==> src/rtl/spi_av_pkg.sv <==
// Shared constants and FSM state type for the SPI-bridge Avalon-MM master sequencer.
package spi_av_pkg;

    localparam int unsigned SPI_WORD_W  = 32;
    localparam logic [7:0]  SPI_TX_ADDR = 8'h00;
    localparam logic [7:0]  SPI_RX_ADDR = 8'h04;

    typedef enum logic [2:0] {
        ST_IDLE,
        ST_WRITE,
        ST_WAIT_IRQ,
        ST_READ,
        ST_RESP
    } spi_av_state_t;

endpackage

==> src/rtl/spi_av_master.sv <==
// Runs one SPI word transaction per request on the bridge's Avalon slave:
// write TX word, wait for irq (with timeout), read RX word, return it.
module spi_av_master
    import spi_av_pkg::*;
#(
    parameter logic [7:0]  WR_ADDR = SPI_TX_ADDR,
    parameter logic [7:0]  RD_ADDR = SPI_RX_ADDR,
    parameter int unsigned TIMEOUT = 4096
) (
    input  logic                  i_clk,
    input  logic                  i_reset,
    input  logic                  i_req_valid,
    output logic                  o_req_ready,
    input  logic [SPI_WORD_W-1:0] i_req_data,
    input  logic                  i_req_discard,
    output logic                  o_rsp_valid,
    input  logic                  i_rsp_ready,
    output logic [SPI_WORD_W-1:0] o_rsp_data,
    output logic                  o_rsp_timeout,
    output logic [7:0]            o_av_address,
    output logic                  o_av_chip_select,
    output logic                  o_av_write,
    output logic                  o_av_read,
    output logic [SPI_WORD_W-1:0] o_av_write_data,
    input  logic                  i_av_wait_request,
    input  logic [SPI_WORD_W-1:0] i_av_read_data,
    input  logic                  i_irq,
    output logic                  o_busy,
    output logic [15:0]           o_timeout_count
);

    localparam logic [15:0] TMO_LOAD = 16'(TIMEOUT - 1);

    spi_av_state_t         r_state;
    spi_av_state_t         w_next_state;
    logic [SPI_WORD_W-1:0] r_tx_data;
    logic [SPI_WORD_W-1:0] r_rsp_data;
    logic                  r_discard;
    logic                  r_rsp_timeout;
    logic [15:0]           r_tmo_cnt;
    logic [15:0]           r_timeout_count;
    logic                  w_accept;
    logic                  w_wr_done;
    logic                  w_rd_done;
    logic                  w_expired;

    assign w_accept  = (r_state == ST_IDLE) && i_req_valid;
    assign w_wr_done = (r_state == ST_WRITE) && !i_av_wait_request;
    assign w_rd_done = (r_state == ST_READ) && !i_av_wait_request;
    // irq has priority over expiry on the cycle the counter reaches zero
    assign w_expired = (r_state == ST_WAIT_IRQ) && !i_irq && (r_tmo_cnt == '0);

    always_ff @(posedge i_clk) begin
        if (i_reset) begin
            r_state <= ST_IDLE;
        end else begin
            r_state <= w_next_state;
        end
    end

    always_comb begin
        w_next_state     = r_state;
        o_req_ready      = 1'b0;
        o_rsp_valid      = 1'b0;
        o_av_address     = '0;
        o_av_chip_select = 1'b0;
        o_av_write       = 1'b0;
        o_av_read        = 1'b0;
        o_av_write_data  = '0;
        case (r_state)
            ST_IDLE: begin
                o_req_ready = 1'b1;
                if (i_req_valid) w_next_state = ST_WRITE;
            end
            ST_WRITE: begin
                o_av_chip_select = 1'b1;
                o_av_write       = 1'b1;
                o_av_address     = WR_ADDR;
                o_av_write_data  = r_tx_data;
                if (!i_av_wait_request) w_next_state = ST_WAIT_IRQ;
            end
            ST_WAIT_IRQ: begin
                if (i_irq) begin
                    w_next_state = ST_READ;
                end else if (r_tmo_cnt == '0) begin
                    w_next_state = r_discard ? ST_IDLE : ST_RESP;
                end
            end
            ST_READ: begin
                o_av_chip_select = 1'b1;
                o_av_read        = 1'b1;
                o_av_address     = RD_ADDR;
                if (!i_av_wait_request) w_next_state = r_discard ? ST_IDLE : ST_RESP;
            end
            ST_RESP: begin
                o_rsp_valid = 1'b1;
                if (i_rsp_ready) w_next_state = ST_IDLE;
            end
            default: w_next_state = ST_IDLE;
        endcase
    end

    always_ff @(posedge i_clk) begin
        if (i_reset) begin
            r_tx_data       <= '0;
            r_discard       <= 1'b0;
            r_rsp_data      <= '0;
            r_rsp_timeout   <= 1'b0;
            r_tmo_cnt       <= '0;
            r_timeout_count <= '0;
        end else begin
            if (w_accept) begin
                r_tx_data <= i_req_data;
                r_discard <= i_req_discard;
            end
            if (w_wr_done) begin
                r_tmo_cnt <= TMO_LOAD;
            end else if ((r_state == ST_WAIT_IRQ) && (r_tmo_cnt != '0)) begin
                r_tmo_cnt <= r_tmo_cnt - 16'd1;
            end
            if (w_rd_done) begin
                r_rsp_data    <= i_av_read_data;
                r_rsp_timeout <= 1'b0;
            end else if (w_expired) begin
                r_rsp_data    <= '0;
                r_rsp_timeout <= 1'b1;
                if (r_timeout_count != '1) r_timeout_count <= r_timeout_count + 16'd1;
            end
        end
    end

    assign o_rsp_data      = r_rsp_data;
    assign o_rsp_timeout   = r_rsp_timeout;
    assign o_busy          = (r_state != ST_IDLE);
    assign o_timeout_count = r_timeout_count;

endmodule

==> config.mk <==
export PLATFORM = sky130hd
export DESIGN_NAME = spi_av_master
export DESIGN_NICKNAME = d
export VERILOG_FILES = /design/src/rtl/spi_av_pkg.sv /design/src/rtl/spi_av_master.sv
export SDC_FILE = /design/constraint.sdc
export NUM_CORES = 1
export LEC_CHECK = 0
export CORE_ASPECT_RATIO = 0.5
export CORE_MARGIN = 1
export CORE_UTILIZATION = 25
export CTS_BUF_LIST = sky130_fd_sc_hd__clkbuf_16
export DETAILED_ROUTE_END_ITERATION = 7
export SYNTH_ARGS = -nofsm -noshare
export SYNTH_HDL_FRONTEND = slang
export SYNTH_SLANG_ARGS = --single-unit
export TNS_END_PERCENT = 100
==> constraint.sdc <==
create_clock -name i_clk -period 2 [get_ports i_clk]
set_input_delay 0.2 -clock i_clk [delete_from_list [all_inputs] [get_ports i_clk]]
set_output_delay 0.2 -clock i_clk [all_outputs]
set_load 0.01 [all_outputs]
# [Yosys cells after proc, flatten, opt, wreduce, memory -nomap -nowiden]
# Index checks and enable logic that the tools add are counted.
[totals] output_inout_bits=95 word_cells=59 input_bits=71 reg_bits=101
[classes] n_reduce_logical=19 n_eq_ne=10 muxes=19 bitwise_logic=1 n_addsub=2
[op_table] op="32-bit 2-to-1 mux" n=3
[op_table] op="12-bit 2-to-1 mux" n=2
[op_table] op="3-bit 2-to-1 mux" n=8
[op_table] op="16-bit by 1-bit adder with 16-bit output (second input constant)" n=1
[op_table] op="16-bit logical NOT" n=1
[op_table] op="16-bit != test (second input constant)" n=1
[op_table] op="16-bit nonzero test" n=1
[op_table] op="16-bit by 1-bit subtractor with 16-bit output (second input constant)" n=1
[op_table] op="3-bit case mux with 5 select lines" n=1
[op_table] op="2-bit != test (second input constant)" n=4
[op_table] op="3-bit by 2-bit equality test with 1-bit output (second input constant)" n=2
[op_table] op="1-bit logical AND" n=6
[op_table] op="2-bit OR reduction" n=3
[op_table] op="1-bit 2-to-1 mux" n=5
[op_table] op="5-bit AND reduction" n=1
[op_table] op="2-bit nonzero test" n=2
[op_table] op="3-bit by 1-bit equality test with 1-bit output (second input constant)" n=1
[op_table] op="3-bit equality test (second input constant)" n=1
[op_table] op="3-bit logical NOT" n=1
[op_table] op="3-bit != test (second input constant)" n=1
[op_table] op="3-bit AND reduction" n=1
[op_table] op="3-bit nonzero test" n=1
[op_table] op="1-bit logical NOT" n=2
[op_table] op="1-bit inverter" n=1

# [Logic depth before layout (Yosys ltp)]
[depth] ltp_word=5 mapped_depth=9 depth_no_buf=7

# [Least setup slack after synthesis]
# No wires, ideal clock.
[synth_timing] kind="register -> register" from="register r_tmo_cnt[0]" to="register r_timeout_count[15], in the netlist o_timeout_count[15]" synth_period_minus_slack_ns=2.019 n_path_buf=0 t_required_ns=1.930 setup_ns=0.070 setup_slack_ns=-0.019 path_stages_with_launch=8 t_arrival_ns=1.948 path_cell_list="dfxtp_1 inv_1 ha_1 nor3b_4 nand3_4 or3_4 or4_1 a21oi_1"
[synth_via] elab_chain_cells=3
[synth_rtl] element="start: declaration" line_no="spi_av_master.sv:40" rtl="logic [15:0] r_tmo_cnt;"
[synth_rtl] element="start signal: assignment" line_no="spi_av_master.sv:119" rtl="r_tmo_cnt <= r_tmo_cnt - 16'd1;"
[synth_rtl] element="16-bit logical NOT" line_no="spi_av_master.sv:51" rtl="assign w_expired = (r_state == ST_WAIT_IRQ) && !i_irq && (r_tmo_cnt == '0);"
[synth_rtl] element="1-bit logical AND" line_no="spi_av_master.sv:51"
[synth_rtl] element="3-bit AND reduction (no line)"
[synth_rtl] element="end signal: assignment" line_no="spi_av_master.sv:127" rtl="if (r_timeout_count != '1) r_timeout_count <= r_timeout_count + 16'd1;"
[synth_rtl] element="end: declaration" line_no="spi_av_master.sv:41" rtl="logic [15:0] r_timeout_count;"
# No other way between the ends.
# A chain may end at the register's enable or synchronous reset.

# [Final worst setup path]
[layout_timing] from="register r_state[0]" to="register r_timeout_count[8], in the netlist o_timeout_count[8]"
[layout_via] elab_chain_cells=4 elab_cells_between_ends=7 cone_classes="eq/ne: 2; bitwise: 1; reduce/logical: 4"
[layout_rtl] element="start: declaration" line_no="spi_av_master.sv:34" rtl="spi_av_state_t r_state;"
[layout_rtl] element="start signal: assignment" line_no="spi_av_master.sv:57" rtl="r_state <= w_next_state;"
[layout_rtl] element="3-bit by 2-bit equality test with 1-bit output, on equally long branches" line_no="spi_av_master.sv:51, spi_av_master.sv:49"
[layout_rtl] element="1-bit logical AND, on equally long branches" line_no="spi_av_master.sv:51, spi_av_master.sv:49"
[layout_rtl] element="1-bit logical AND / 1-bit inverter (equally long branches)"
[layout_rtl] element="3-bit AND reduction (no line) *"
# Mark *: on every way between the ends. The rest lies on a longest branch, timed or not.

==> results.json <==
{
  "netlist_instances": 558,
  "cts.htree.levels": 3,
  "cts_max_path_buffers": 2,
  "num_rows": 34,
  "drtPass1Iterations": 4,
  "dieArea_um2": 18500,
  "clock.fmax_ghz": 0.504,
  "io_pins": 166,
  "status": "finished, final reports clean",
  "grt_use_total_pct": 14.4,
  "worst_clock_skew_ns": 0.0127,
  "cts_tree": "done",
  "setup.worst_path.end_class": "register",
  "antenna_found_initial": 0,
  "die_w_um": 191,
  "final_layout_size_suffix_gt1_share_pct": 14.5,
  "crit_start": "r_state[0]",
  "drc": 0,
  "synth_area_per_cell_um2": 8.03,
  "synth_edf_count": 0,
  "final_core_util_pct": 39.5,
  "routedWlPerCell_um": 14.1,
  "n_antenna_cell": 0,
  "area_growth_pct": 53.5,
  "hold_class": "input pin to register",
  "place_ws_ns": -0.213,
  "grt_overflow": 0,
  "clk_transition_reported_paths_ns": 0.08,
  "critPathKind": "register to register",
  "postPlaceCellArea_um2": 6530,
  "reg2reg_from": "r_state[0]",
  "crit_fanout": 5,
  "maxCapViolCount": 0,
  "grt_start_max_net_pins": 49,
  "drt_iter0_markers": 228,
  "synth_warnings": 0,
  "use_met3_pct": 3.23,
  "yosysSeqAreaShare_pct": 45.1,
  "first_global_vias": 4183,
  "worstPathRequired_ns": 2.29,
  "grt-busiest-layer": "met2",
  "hold_viol": 0,
  "grtUsageMet1_pct": 17.6,
  "drv_slew": 0,
  "p_leak_uw": 0.00252,
  "chipHeight_um": 96.7,
  "rsz0062_at_grt": "yes",
  "synthFlopType": "dfxtp_1",
  "grt_pass1_wl_um": 21300,
  "io_buffers": 158,
  "dp.cells": 948,
  "vias": 4437,
  "hpwl_um": 9110,
  "final_cells": 971,
  "numCtsBuffers": 9,
  "p_per_area_nw_per_um2": 780,
  "arrival_ns": 2.27,
  "fin_crit_sh_pct": 99.3,
  "setup_slack_ns": 0.0144,
  "ys_seq_elements": 101,
  "clkLatencyLatePin_ns": 0.35,
  "setup-violations-final": 0,
  "cts.sink_count": 101,
  "fin_area_um2": 6880,
  "final_net_count": 806,
  "hold_path_startpoint": "i_reset",
  "root_buffer": "clkbuf_16",
  "synth_area_um2": 4480,
  "ant_nets": 0,
  "synthArstFlopShare_pct": 0,
  "coreArea_um2": 17400,
  "use_met2_pct": 25.5,
  "setup_tns_ns": 0,
  "max-vdd-ir-drop_mv": 0.439,
  "start_kind": "register",
  "gp_congestion": 0.812,
  "viasPerCell": 4.57,
  "reg2reg_slack_ns": 0.01,
  "initial_core_util_pct": 25.7,
  "ys_types": 50,
  "wl_um": 13600,
  "min_period_ns": 1.99
}
## kinds of logic (layout without fill, tap and decap cells)
logic type	Yosys count	after routing	share of synthesized area (%)
muxes	3	3	0.698
DFF	101	101	45.1
AOI/OAI and AO/OA	123	123	15.2
adders and majority gates	2	2	0.558
other	1	7	0.0836
buffers and inverters	53	226	5.39
xor gates and xnor gates	14	14	2.74
and+or+nand+nor	261	261	30.2
## synthesized netlist by cell type (all sizes together) (5+ instances only)
cell      n  area share, %
and2     34            4.7
buf      19            2.5
nor2b     7           0.98
or3      10            1.5
clkbuf   28            2.3
nand4     9            1.3
nand2   111            9.3
o21ai    12            1.3
a21oi    89            9.9
dfxtp   101             45
nand2b    5           0.70
nor3      6            1.0
and3      6           0.87
xor2     11            2.1
nor2     18            1.5
nand3    39            4.6
inv       6           0.50
## metrics by stage
stage,power (µW),hold slack (ns)
floorplan,2980,0.336
global placement,3620,0.438
detailed placement,3630,0.442
CTS,5350,0.244
global route,5680,0.249
finish,5370,0.251
## cell usage in the layout, fill, tap and decap left out, types with 4 or more instances in the layout
cell type	count
a21oi_1	88
and2_1	34
and3_1	4
buf_12	7
buf_4	38
clkbuf_16	10
clkbuf_2	19
clkdlybuf4s15_1	13
clkdlybuf4s50_1	120
conb_1	7
dfxtp_1	98
dlygate4sd2_1	5
inv_1	4
nand2_1	111
nand2b_1	5
nand3_1	37
nand4_1	9
nor2_1	17
nor2b_1	4
o21ai_0	11
or3_1	7
or4_1	4
xor2_1	11
## path summary, 6_finish.rpt
check | cells after the start | to
worst max register to register | 7 | o_timeout_count[8]
worst min register to register | 2 | r_tx_data[0]
worst min-delay path | 2 | r_state[0]
worst max-delay path | 7 | o_timeout_count[8]
## flip-flops by register name (all words and copies together) (netlist names)
register         flops
o_rsp_data          32
r_tx_data           32
o_timeout_count     16
r_tmo_cnt           16
r_state              3
o_rsp_timeout        1
r_discard            1
## area by class of cell
class,instances,area (µm²)
repair buffers,205,1960
clock inverters,6,40.0
fillers,1763,10600
multi-input cells,410,2310
inverters,6,22.5
well taps,234,293
clock buffers,9,225
flip-flops and latches,101,2030
## worst max-delay path, stage by stage, from the launching register on
cell	delay (ns)
dfxtp_4	0.38
nor4b_4	0.31
buf_4	0.16
and3_4	0.21
buf_4	0.13
nand4_1	0.19
or3_4	0.44
a21oi_2	0.11
## routing by layer
layer	up-vias	wire length, µm
li1	2254	-
met1	2084	6030
met2	87	7010
met3	12	476
met4	0	130
met5	-	0
## report_power, final
group / leakage [µW] / internal, µW / switching [µW]
Combinational: 0.00157 / 753 / 728
Sequential: 0.000822 / 2150 / 98.4
Clock: 0.000123 / 837 / 806
## repair_timing
item,in CTS,in global routing
cloned,1,1
hold buffers,0,0
buffers inserted,1,5
pin swaps,3,4
endpoints found under the setup margin,42,48
resized for setup,48,63
hold endpoints to repair,0,0
Note: power is estimated with default switching activity, not from simulation.
